`src/rtl/fetch_ctrl_pkg.sv`:
```
// Shared definitions for the fetch/load/store memory controller:
// bus widths, size codes, FSM encoding and small byte helpers.
package fetch_ctrl_pkg;

    localparam int COUNTER_LENGTH  = 1;
    localparam int RAM_ADDR_LENGTH = 16;
    localparam int MEM_A_W         = RAM_ADDR_LENGTH + 1;
    localparam int ADDR_W          = 32;
    localparam int DATA_W          = 32;
    localparam int PC_W            = 32;

    localparam logic TRUE  = 1'b1;
    localparam logic FALSE = 1'b0;

    localparam logic [COUNTER_LENGTH:0] AIM_WORD = 2'b00;
    localparam logic [COUNTER_LENGTH:0] AIM_HALF = 2'b10;
    localparam logic [COUNTER_LENGTH:0] AIM_BYTE = 2'b01;

    typedef enum logic [1:0] {
        ST_IDLE  = 2'd0,
        ST_READ  = 2'd1,
        ST_WRITE = 2'd2,
        ST_ACK   = 2'd3
    } state_t;

    // Byte count of a request; the unused code 11 behaves as a word.
    function automatic logic [2:0] aim_to_len(input logic [COUNTER_LENGTH:0] aim);
        logic [2:0] len;
        case (aim)
            AIM_HALF: len = 3'd2;
            AIM_BYTE: len = 3'd1;
            default:  len = 3'd4;
        endcase
        return len;
    endfunction

    // Little-endian byte lane select.
    function automatic logic [7:0] get_byte(input logic [DATA_W-1:0] word, input logic [1:0] sel);
        return word[{sel, 3'b000} +: 8];
    endfunction

endpackage

```
`src/rtl/fetch_ctrl_if.sv`:
```
// Bundle of the request, result and RAM-port signals around fetch_ctrl.
// The controller uses the slave view; the surrounding core/RAM use master.
interface fetch_ctrl_if;
    import fetch_ctrl_pkg::*;

    logic [ADDR_W-1:0]         addr_from_slb;
    logic [DATA_W-1:0]         data_from_slb;
    logic                      is_empty_from_slb;
    logic                      is_store_from_slb;
    logic [COUNTER_LENGTH:0]   aim_from_slb;
    logic                      is_receive_from_slb;
    logic [PC_W-1:0]           pc_from_if;
    logic                      is_req_from_if;
    logic                      is_exception_from_rob;
    logic [7:0]                mem_din;

    logic                      is_stall_to_slb;
    logic [DATA_W-1:0]         data_to_core;
    logic                      is_finish_to_core;
    logic                      is_instr_to_core;
    logic [MEM_A_W-1:0]        mem_a;
    logic [7:0]                mem_dout;
    logic                      mem_wr;

    modport slave (
        input  addr_from_slb, data_from_slb, is_empty_from_slb, is_store_from_slb,
               aim_from_slb, is_receive_from_slb, pc_from_if, is_req_from_if,
               is_exception_from_rob, mem_din,
        output is_stall_to_slb, data_to_core, is_finish_to_core, is_instr_to_core,
               mem_a, mem_dout, mem_wr
    );

    modport master (
        output addr_from_slb, data_from_slb, is_empty_from_slb, is_store_from_slb,
               aim_from_slb, is_receive_from_slb, pc_from_if, is_req_from_if,
               is_exception_from_rob, mem_din,
        input  is_stall_to_slb, data_to_core, is_finish_to_core, is_instr_to_core,
               mem_a, mem_dout, mem_wr
    );

endinterface

```
`src/rtl/fetch_ctrl_byte_sequencer.sv`:
```
// Per-byte engine shared by reads and writes: holds the byte index, a
// terminal-count down-counter, the RAM address/data registers and the
// little-endian assembly of read bytes.
module fetch_ctrl_byte_sequencer
    import fetch_ctrl_pkg::*;
(
    input  logic                clk,
    input  logic                rst,
    input  logic                start,
    input  logic                start_write,
    input  logic [ADDR_W-1:0]   base_addr,
    input  logic [DATA_W-1:0]   wdata,
    input  logic [2:0]          len,
    input  logic                step,
    input  logic [7:0]          mem_din,
    output logic [MEM_A_W-1:0]  mem_a,
    output logic [7:0]          mem_dout,
    output logic                tc,
    output logic [DATA_W-1:0]   merged
);

    logic [ADDR_W-1:0] base_q;
    logic [DATA_W-1:0] wdata_q;
    logic [DATA_W-1:0] asm_q;
    logic [2:0]        len_q;
    logic [2:0]        idx;
    logic [2:0]        cnt;
    logic              write_q;

    logic [2:0]        idx_next;
    logic [ADDR_W-1:0] next_addr;
    logic [1:0]        col;
    logic              unused_addr_hi;

    // Address arithmetic wraps at 32 bits; only the RAM-sized low part leaves.
    assign idx_next       = idx + 3'd1;
    assign next_addr      = base_q + ADDR_W'(idx_next);
    assign unused_addr_hi = ^next_addr[ADDR_W-1:MEM_A_W];

    // RAM data lags the address by two edges, so the byte arriving now
    // belongs to the index issued one step earlier.
    assign col    = idx[1:0] - 2'd1;
    assign merged = asm_q | (DATA_W'(mem_din) << {col, 3'b000});
    assign tc     = (cnt == 3'd0);

    // Load on capture, then advance one byte per step.
    always_ff @(posedge clk or posedge rst) begin
        if (rst) begin
            base_q   <= '0;
            wdata_q  <= '0;
            asm_q    <= '0;
            len_q    <= '0;
            idx      <= '0;
            cnt      <= '0;
            write_q  <= 1'b0;
            mem_a    <= '0;
            mem_dout <= '0;
        end else if (start) begin
            base_q  <= base_addr;
            wdata_q <= wdata;
            asm_q   <= '0;
            len_q   <= len;
            idx     <= '0;
            write_q <= start_write;
            // Reads need one extra edge to drain the RAM latency.
            cnt     <= start_write ? (len - 3'd1) : len;
            mem_a   <= base_addr[MEM_A_W-1:0];
            if (start_write) begin
                mem_dout <= wdata[7:0];
            end
        end else if (step) begin
            idx <= idx_next;
            cnt <= cnt - 3'd1;
            if (idx_next < len_q) begin
                mem_a <= next_addr[MEM_A_W-1:0];
                if (write_q) begin
                    mem_dout <= get_byte(wdata_q, idx_next[1:0]);
                end
            end
            if (!write_q && idx != 3'd0) begin
                asm_q <= merged;
            end
        end
    end

endmodule

```
`src/rtl/fetch_ctrl.sv`:
```
// Memory-side controller: arbitrates slb data requests over instruction
// fetches, runs them as byte cycles on the single-port RAM and returns
// load/instruction results with a one-cycle finish pulse.
//
//   state    | meaning
//   ---------+--------------------------------------------------------
//   ST_IDLE  | waiting for a request; slb wins over if
//   ST_READ  | issuing N addresses and collecting N bytes
//   ST_WRITE | issuing N byte writes (runs to completion on flush)
//   ST_ACK   | load result presented, waiting for slb acknowledge
module fetch_ctrl
    import fetch_ctrl_pkg::*;
(
    input  logic         clk,
    input  logic         rst,
    fetch_ctrl_if.slave  bus
);

    state_t            state;
    logic              mem_wr_q;
    logic [DATA_W-1:0] data_q;
    logic              finish_q;
    logic              instr_out_q;
    logic              kind_instr_q;

    logic              slb_req;
    logic              capture;
    logic              cap_write;
    logic [ADDR_W-1:0] cap_addr;
    logic [2:0]        cap_len;
    logic              seq_step;
    logic              seq_tc;
    logic [DATA_W-1:0] seq_merged;
    logic [MEM_A_W-1:0] seq_mem_a;
    logic [7:0]        seq_mem_dout;

    assign slb_req   = !bus.is_empty_from_slb;
    assign capture   = (state == ST_IDLE) && !bus.is_exception_from_rob
                       && (slb_req || bus.is_req_from_if);
    assign cap_write = slb_req && bus.is_store_from_slb;
    assign cap_addr  = slb_req ? bus.addr_from_slb : bus.pc_from_if;
    assign cap_len   = slb_req ? aim_to_len(bus.aim_from_slb) : 3'd4;

    // A flush mid-read freezes the sequencer; writes always run out.
    assign seq_step  = ((state == ST_READ) && !bus.is_exception_from_rob && !seq_tc)
                       || ((state == ST_WRITE) && !seq_tc);

    // Held high while a request is visible so slb cannot stack a second one.
    assign bus.is_stall_to_slb   = (state != ST_IDLE) || slb_req;
    assign bus.mem_wr            = mem_wr_q;
    assign bus.mem_a             = seq_mem_a;
    assign bus.mem_dout          = seq_mem_dout;
    assign bus.data_to_core      = data_q;
    assign bus.is_finish_to_core = finish_q;
    assign bus.is_instr_to_core  = instr_out_q;

    fetch_ctrl_byte_sequencer u_seq (
        .clk         (clk),
        .rst         (rst),
        .start       (capture),
        .start_write (cap_write),
        .base_addr   (cap_addr),
        .wdata       (bus.data_from_slb),
        .len         (cap_len),
        .step        (seq_step),
        .mem_din     (bus.mem_din),
        .mem_a       (seq_mem_a),
        .mem_dout    (seq_mem_dout),
        .tc          (seq_tc),
        .merged      (seq_merged)
    );

    // Control FSM with registered write enable and result outputs.
    always_ff @(posedge clk or posedge rst) begin
        if (rst) begin
            state        <= ST_IDLE;
            mem_wr_q     <= FALSE;
            data_q       <= '0;
            finish_q     <= FALSE;
            instr_out_q  <= FALSE;
            kind_instr_q <= FALSE;
        end else begin
            finish_q <= FALSE;
            case (state)
                ST_IDLE: begin
                    if (capture) begin
                        kind_instr_q <= !slb_req;
                        if (cap_write) begin
                            mem_wr_q <= TRUE;
                            state    <= ST_WRITE;
                        end else begin
                            state    <= ST_READ;
                        end
                    end
                end
                ST_READ: begin
                    if (bus.is_exception_from_rob) begin
                        state <= ST_IDLE;
                    end else if (seq_tc) begin
                        data_q      <= seq_merged;
                        finish_q    <= TRUE;
                        instr_out_q <= kind_instr_q;
                        state       <= kind_instr_q ? ST_IDLE : ST_ACK;
                    end
                end
                ST_WRITE: begin
                    if (seq_tc) begin
                        mem_wr_q <= FALSE;
                        state    <= ST_IDLE;
                    end
                end
                ST_ACK: begin
                    if (bus.is_exception_from_rob || bus.is_receive_from_slb) begin
                        state <= ST_IDLE;
                    end
                end
                default: state <= ST_IDLE;
            endcase
        end
    end

endmodule

```
`src/flat_wrapper.sv`:
```
// flat-port wrapper written by rule: the top's interface ports become plain ports
module fetch_ctrl_flat import fetch_ctrl_pkg::*;
  (clk, rst, bus_addr_from_slb, bus_data_from_slb, bus_is_empty_from_slb, bus_is_store_from_slb, bus_aim_from_slb, bus_is_receive_from_slb, bus_pc_from_if, bus_is_req_from_if, bus_is_exception_from_rob, bus_mem_din, bus_is_stall_to_slb, bus_data_to_core, bus_is_finish_to_core, bus_is_instr_to_core, bus_mem_a, bus_mem_dout, bus_mem_wr);
  fetch_ctrl_if bus_i ();
  input  logic clk;
  input  logic rst;
  input wire logic [$bits(bus_i.addr_from_slb)-1:0] bus_addr_from_slb;
  input wire logic [$bits(bus_i.data_from_slb)-1:0] bus_data_from_slb;
  input wire logic [$bits(bus_i.is_empty_from_slb)-1:0] bus_is_empty_from_slb;
  input wire logic [$bits(bus_i.is_store_from_slb)-1:0] bus_is_store_from_slb;
  input wire logic [$bits(bus_i.aim_from_slb)-1:0] bus_aim_from_slb;
  input wire logic [$bits(bus_i.is_receive_from_slb)-1:0] bus_is_receive_from_slb;
  input wire logic [$bits(bus_i.pc_from_if)-1:0] bus_pc_from_if;
  input wire logic [$bits(bus_i.is_req_from_if)-1:0] bus_is_req_from_if;
  input wire logic [$bits(bus_i.is_exception_from_rob)-1:0] bus_is_exception_from_rob;
  input wire logic [$bits(bus_i.mem_din)-1:0] bus_mem_din;
  output wire logic [$bits(bus_i.is_stall_to_slb)-1:0] bus_is_stall_to_slb;
  output wire logic [$bits(bus_i.data_to_core)-1:0] bus_data_to_core;
  output wire logic [$bits(bus_i.is_finish_to_core)-1:0] bus_is_finish_to_core;
  output wire logic [$bits(bus_i.is_instr_to_core)-1:0] bus_is_instr_to_core;
  output wire logic [$bits(bus_i.mem_a)-1:0] bus_mem_a;
  output wire logic [$bits(bus_i.mem_dout)-1:0] bus_mem_dout;
  output wire logic [$bits(bus_i.mem_wr)-1:0] bus_mem_wr;
  assign bus_i.addr_from_slb = bus_addr_from_slb;
  assign bus_i.data_from_slb = bus_data_from_slb;
  assign bus_i.is_empty_from_slb = bus_is_empty_from_slb;
  assign bus_i.is_store_from_slb = bus_is_store_from_slb;
  assign bus_i.aim_from_slb = bus_aim_from_slb;
  assign bus_i.is_receive_from_slb = bus_is_receive_from_slb;
  assign bus_i.pc_from_if = bus_pc_from_if;
  assign bus_i.is_req_from_if = bus_is_req_from_if;
  assign bus_i.is_exception_from_rob = bus_is_exception_from_rob;
  assign bus_i.mem_din = bus_mem_din;
  assign bus_is_stall_to_slb = bus_i.is_stall_to_slb;
  assign bus_data_to_core = bus_i.data_to_core;
  assign bus_is_finish_to_core = bus_i.is_finish_to_core;
  assign bus_is_instr_to_core = bus_i.is_instr_to_core;
  assign bus_mem_a = bus_i.mem_a;
  assign bus_mem_dout = bus_i.mem_dout;
  assign bus_mem_wr = bus_i.mem_wr;
  fetch_ctrl u_core (.clk(clk), .rst(rst), .bus(bus_i));
endmodule
```
`config.mk`:
```
export PLATFORM = sky130hd
export DESIGN_NAME = fetch_ctrl_flat
export DESIGN_NICKNAME = d
export VERILOG_FILES = /design/src/rtl/fetch_ctrl_pkg.sv /design/src/rtl/fetch_ctrl_if.sv /design/src/rtl/fetch_ctrl_byte_sequencer.sv /design/src/rtl/fetch_ctrl.sv /design/src/flat_wrapper.sv
export SDC_FILE = /design/constraint.sdc
export NUM_CORES = 1
export LEC_CHECK = 0
export CAP_MARGIN = 20
export CORE_UTILIZATION = 33
export DETAILED_ROUTE_END_ITERATION = 10
export GPL_TIMING_DRIVEN = 0
export PLACE_DENSITY = 0.57
export SKIP_CTS_REPAIR_TIMING = 1
export SLEW_MARGIN = 20
export SYNTH_ARGS = -nofsm -noshare
export SYNTH_HDL_FRONTEND = slang
export SYNTH_SLANG_ARGS = --single-unit
```
`constraint.sdc`:
```
create_clock -name clk -period 7.7 [get_ports clk]
set_clock_uncertainty 0.15 [all_clocks]
set_input_delay 1.155 -clock clk [delete_from_list [all_inputs] [get_ports clk]]
set_output_delay 1.155 -clock clk [all_outputs]
set_load 0.005 [all_outputs]
```
======== Word-level counts from Yosys, hierarchy flattened ========
Index checks and enable logic that the tools add are counted.
cells by class
  $mul .................................... 0
  equality and inequality tests ........... 11
  shift operators ......................... 2
  add/sub/neg operators ................... 5
  muxes and demuxes ....................... 34
  reductions and logical operators ........ 31
  bitwise operators ....................... 2
  magnitude comparators ................... 1
  div/mod/pow operators ................... 0
operator list
  operator             count
  $mux 32              3
  $mux 17              4
  $mux 8               5
  $or 32x32->32        1
  $shiftx 32x6->8      1
  $shl 8x5->32         1
  $mux 3               6
  $add 17x3->17        1
  $mux 2               7
  $reduce_and 4->1     3
  $reduce_bool 2->1    6
  $pmux 2 s4           1
  $logic_and 1x1->1    7
  $eq 2x2->1 const B   3
  $mux 1               6
  $ne 2x1->1 const B   3
  $pmux 3 s2           1
  $reduce_and 2->1     3
  $sub 3x1->3 const B  2
  $eq 2x1->1 const B   2
  $logic_not 1->1      4
  $logic_or 1x1->1     4
  $ne 2x2->1 const B   2
  $add 3x1->3 const B  1
  other kinds (9)      9
word-level totals
  bits of input ports ..................... 113
  ROM bits ................................ 0
  register bits after elaboration ......... 154
  memory bits (writable) .................. 0
  output and inout port bits .............. 61
  word-level logic and storage cells ...... 101
  bits in latches ......................... 0
  memories kept ........................... 0

======== Longest topological paths before layout ========
  word-level depth ........................ 6
  mapped depth ............................ 12
  mapped depth without buffers ............ 9

======== By module ========
From an unflattened synthesis, not the netlist that was laid out.
unflattened totals
  cells, all modules ...................... 628
  area total of the unflattened synthesis .. 7372.1 µm²
modules (own cells, without submodules)
  module                     times used  seq. area each (µm²)  area an instance (µm²)  cells each
  fetch_ctrl_byte_sequencer  1           2902.8                5413.9                  482
  fetch_ctrl                 1           950.9                 1958.1                  146

======== Worst setup path after synthesis ========
OpenSTA, ideal clock, no wires.
  path type ............................... register to register
  start point ............................. register u_core.u_seq.idx[0]
  end point ............................... register u_core.u_seq.mem_a[16]
  arrival time ............................ 3063 ps
  buffers on the path ..................... 3
  path slack .............................. 4404 ps
  period minus slack after synthesis ...... 3296 ps
  library setup time ...................... 83 ps
  required time ........................... 7467 ps
  cell stages (with the launch flop) ...... 13
  cells stage by stage .................... dfrtp_1 buf_2 buf_2 inv_1 ha_1 clkbuf_1 inv_1 fa_1 nor2b_1 o21a_1 nand4_1 a31o_2 o21ai_0
on the way
  word-level cells in the longest chain between the ends .. 5
  elaborated cells between the ends (all ways) .. 8
  classes of those cells .................. 2 x add/sub; 1 x order compare; 3 x mux; 2 x reduce/logical
ends and longest elaborated chain
  element                   line                             source
  start: declaration        fetch_ctrl_byte_sequencer.sv:26  logic [2:0] idx;
  start signal: assignment  fetch_ctrl_byte_sequencer.sv:72  idx <= idx_next;
  $add 3x1->3 (*)           fetch_ctrl_byte_sequencer.sv:36  assign idx_next = idx + 3'd1;
  $add 17x3->17             fetch_ctrl_byte_sequencer.sv:37  assign next_addr = base_q + ADDR_W'(idx_next);
  $mux 17                   fetch_ctrl_byte_sequencer.sv:74  if (idx_next < len_q) begin
  $mux 17                   fetch_ctrl_byte_sequencer.sv:71  end else if (step) begin
  $mux 17                   fetch_ctrl_byte_sequencer.sv:58  end else if (start) begin
  end signal: assignment    fetch_ctrl_byte_sequencer.sv:67  mem_a <= base_addr[MEM_A_W-1:0];
  end signal: assignment    fetch_ctrl_byte_sequencer.sv:75  mem_a <= next_addr[MEM_A_W-1:0];
  end: declaration          fetch_ctrl_byte_sequencer.sv:16  output logic [MEM_A_W-1:0] mem_a,
Every way passes the cells marked *; elsewhere a longest branch is shown, timed or not. The select of a mux whose other input is x is not followed.
A chain may end at the register's enable or synchronous reset.

======== Worst setup path in the final report ========
  start point ............................. input port bus_is_empty_from_slb
  end point ............................... output port bus_is_stall_to_slb
on the way
  word-level cells in the longest chain between the ends .. 2
ends and longest elaborated chain
  element             line                source
  start: declaration  flat_wrapper.sv:9   input wire logic [$bits(bus_i.is_empty_from_slb)-1:0] bus_is_empty_from_slb;
  $logic_not 1->1     fetch_ctrl.sv:37    assign slb_req = !bus.is_empty_from_slb;
  $logic_or 1x1->1    fetch_ctrl.sv:49    assign bus.is_stall_to_slb = (state != ST_IDLE) || slb_req;
  end: declaration    flat_wrapper.sv:17  output wire logic [$bits(bus_i.is_stall_to_slb)-1:0] bus_is_stall_to_slb;
No other way between the ends.

==> impl_results.md <==
- I/O pins: 174
- Syn. warnings: 0
- Synth Flop Type: dfrtp_1
- Critical path capture point type: output port
- DR WL/cell: 16.2 µm
- Final WS setup: 3390 ps
- Slew HR: 48.2%
- RSZ-0062 raised after global routing: no
- CTS tree: yes
- FF/Latch Area: 3850 µm²
- Syn_nets: 870
- Post-synthesis cell count: 743
- Fill cell count: 2111
- Critical R2R Capture: u_core.u_seq.mem_a[14]
- Clock latency on the worst-skew pair: 430 ps
- Iter 0 DRT Violations: 373
- Final Util: 45.0%
- Top cells by count, synth: nand2_1, dfrtp_1, a21oi_1
- PwrDens: 403 nW/µm²
- H-tree levels: 4
- Sequential fraction of the synthesis area: 53.7%
- Site row count: 53
- Max VDD drop: 161 µV
- Synth top area cells: dfrtp_1, nand2_1, a21oi_1, o21ai_0, nor2_1
- Setup crit start kind: input port
- Worst Path Required: 6390 ps
- EDFF count, synth: 0
- Most frequent cell after synthesis: nand2_1
- Worst setup path start: bus_is_empty_from_slb
- Final HPWL DP: 13.7 mm
- Die Wd: 149 µm
- Synth Register Bits: 154
- Hold_ws: 321 ps
- Diodes inserted: 0
- Initial antenna violation count: 0
- TritonCTS buffer count: 17
- IO buf count: 135
- Status: completed
- GRT Total Usage: 18.5%
- Post-DP Area: 8900 µm²
- R2r setup slk: 3620 ps
- Post-Syn Area: 7170 µm²
- Worst Hold Class: reg2reg
- GP Congestion: 0.758
- Die H: 149 µm
- Lkg Pwr: 4.32 nW
- First-pass GRT wire length: 31.3 mm
- Post-Route WL: 19.2 mm
- Final setup viols: 0
- Nets@finish: 1025
- R2r startpoint: u_core.u_seq.idx[0]
- Tcrit/Tclk final: 55.9%
- Via density per instance: 4.90
- Layout area overhead: 32.8%
- Share of layout cells above drive strength 1: 8.02%
- Drt pass-1 iters: 7
- Pre-CTS WS: 3330 ps
- Core Footprint: 21200 µm²
- Clock Sinks: 154
- Worst slew pin tran: 777 ps
- Max-slew violations: 0
- Worst EP arrival: 3000 ps
- Crit-path max FO: 10
- Hold Path Stages: 2
- Shortest period the worst path allows: 4310 ps
- Worst Setup EP: bus_is_stall_to_slb
- Post-synth top area share: 53.7%
- Vias in the first global route: 5878
- Syn Area/Cell: 9.65 µm²
- Clock Path Buffers: 2
- Largest net degree at the start of global routing: 85
- Clk pin slew, worst setup/hold paths: 60 ps
- Vias: 5812
- GR Overflow Total: 0
- Antenna viol nets, final: 0
- Reg2Reg Depth: 12
- Final instance area: 9520 µm²
- Post-synthesis async set-or-reset flop share: 100%
- Library cells used by synthesis: 52
- Yosys top cell by area: dfrtp_1
- Crit Path Class: in2out
- Final Hold Viols: 0
- Max Fclk: 232 MHz
- Area of the multi-input gates: 3070 µm²
- Effective utilization at floorplan: 33.9%
- DIE AREA: 22300 µm²
- Maxcap violations: 0
- # DRC: 0
- Clk Tree Root Cell: clkbuf_16
## cell type report
type,count,area share (%)
flip-flops and latches,154,40.5
well taps,275,3.61
clock inverters,9,1.42
inverters,17,0.749
plain buffers,45,1.96
clock buffers,22,5.09
multi-input cells,527,32.2
repair buffers,136,14.5
## power breakdown
| part | switching, mW | total [mW] | leakage, nW | internal (mW) |
|---|---|---|---|---|
| logic | 0.796 | 1.56 | 2.05 | 0.763 |
| registers | 0.231 | 1.39 | 1.98 | 1.16 |
| clock network | 0.336 | 0.880 | 0.295 | 0.544 |
## cells in the final DEF (no fill, tap or decap), types with 7 or more instances in the layout
cell type / instances
nor2_1: 57
a21oi_1: 72
a31oi_1: 7
clkbuf_16: 17
o21ai_0: 66
a21o_1: 7
mux2_4: 8
clkdlybuf4s50_1: 135
clkbuf_1: 33
mux4_2: 8
nand2_1: 188
inv_1: 15
dfrtp_1: 154
mux2_2: 8
mux2i_1: 13
ha_1: 13
xnor2_1: 13
## through the flow
stage,std cells,power [mW],setup TNS (ps)
after CTS,1185,3.88,0
after floorplan,743,2.35,0
after global routing,1185,4.13,0
after global placement,1153,2.95,-20680
final,1185,3.83,0
after detailed placement,1154,2.98,0
## worst min path at each step
stage                                        start                        to  slack, ps
after floorplan           u_core.u_seq.wdata_q[24]  u_core.u_seq.wdata_q[24]        290
after global placement     u_core.u_seq.wdata_q[4]   u_core.u_seq.wdata_q[4]        300
after detailed placement  u_core.u_seq.wdata_q[27]  u_core.u_seq.wdata_q[27]        310
after CTS                 u_core.u_seq.wdata_q[27]  u_core.u_seq.wdata_q[27]        320
after global routing       u_core.u_seq.wdata_q[6]   u_core.u_seq.wdata_q[6]        340
final                      u_core.u_seq.wdata_q[9]   u_core.u_seq.wdata_q[9]        320
## state kept, by name (all words and copies together), names as in the netlist
name                          flops
u_core.state                      2
u_core.u_seq.idx                  3
u_core.u_seq.wdata_q             32
u_core.u_seq.write_q              1
u_core.u_seq.asm_q               32
u_core.bus.is_instr_to_core       1
u_core.u_seq.len_q                3
u_core.u_seq.cnt                  3
u_core.bus.mem_wr                 1
u_core.u_seq.mem_dout             8
u_core.kind_instr_q               1
u_core.bus.is_finish_to_core      1
u_core.bus.data_to_core          32
u_core.u_seq.base_q              17
u_core.u_seq.mem_a               17
## routing by layer
layer / vias up / GRT usage (%) / part of all wire [%] / wire [µm]
li1: 2819 / - / - / -
met1: 2806 / 24.3 / 46 / 8830
met2: 161 / 29.9 / 47 / 8990
met3: 26 / 3.78 / 5.3 / 1010
met4: 0 / 6.84 / 1.9 / 361
met5: - / 0 / 0 / 0
## logic make-up (layout without fill, tap and decap cells)
group           Yosys count  after routing  synth area share (%)
simple gates            278            278                  16.3
xor+xnor                 19             19                  2.32
compound gates          179            179                  14.4
buf+inv                  62            229                  3.49
flops                   154            154                  53.7
mux                      37             37                  7.26
fa+ha+maj                14             14                  2.55
## worst max-delay path: stages
cell             delay (ps)
clkdlybuf4s50_1         670
buf_1                   600
nand2_1                 100
clkdlybuf4s50_1         470
(Power assumes the default switching activity.)
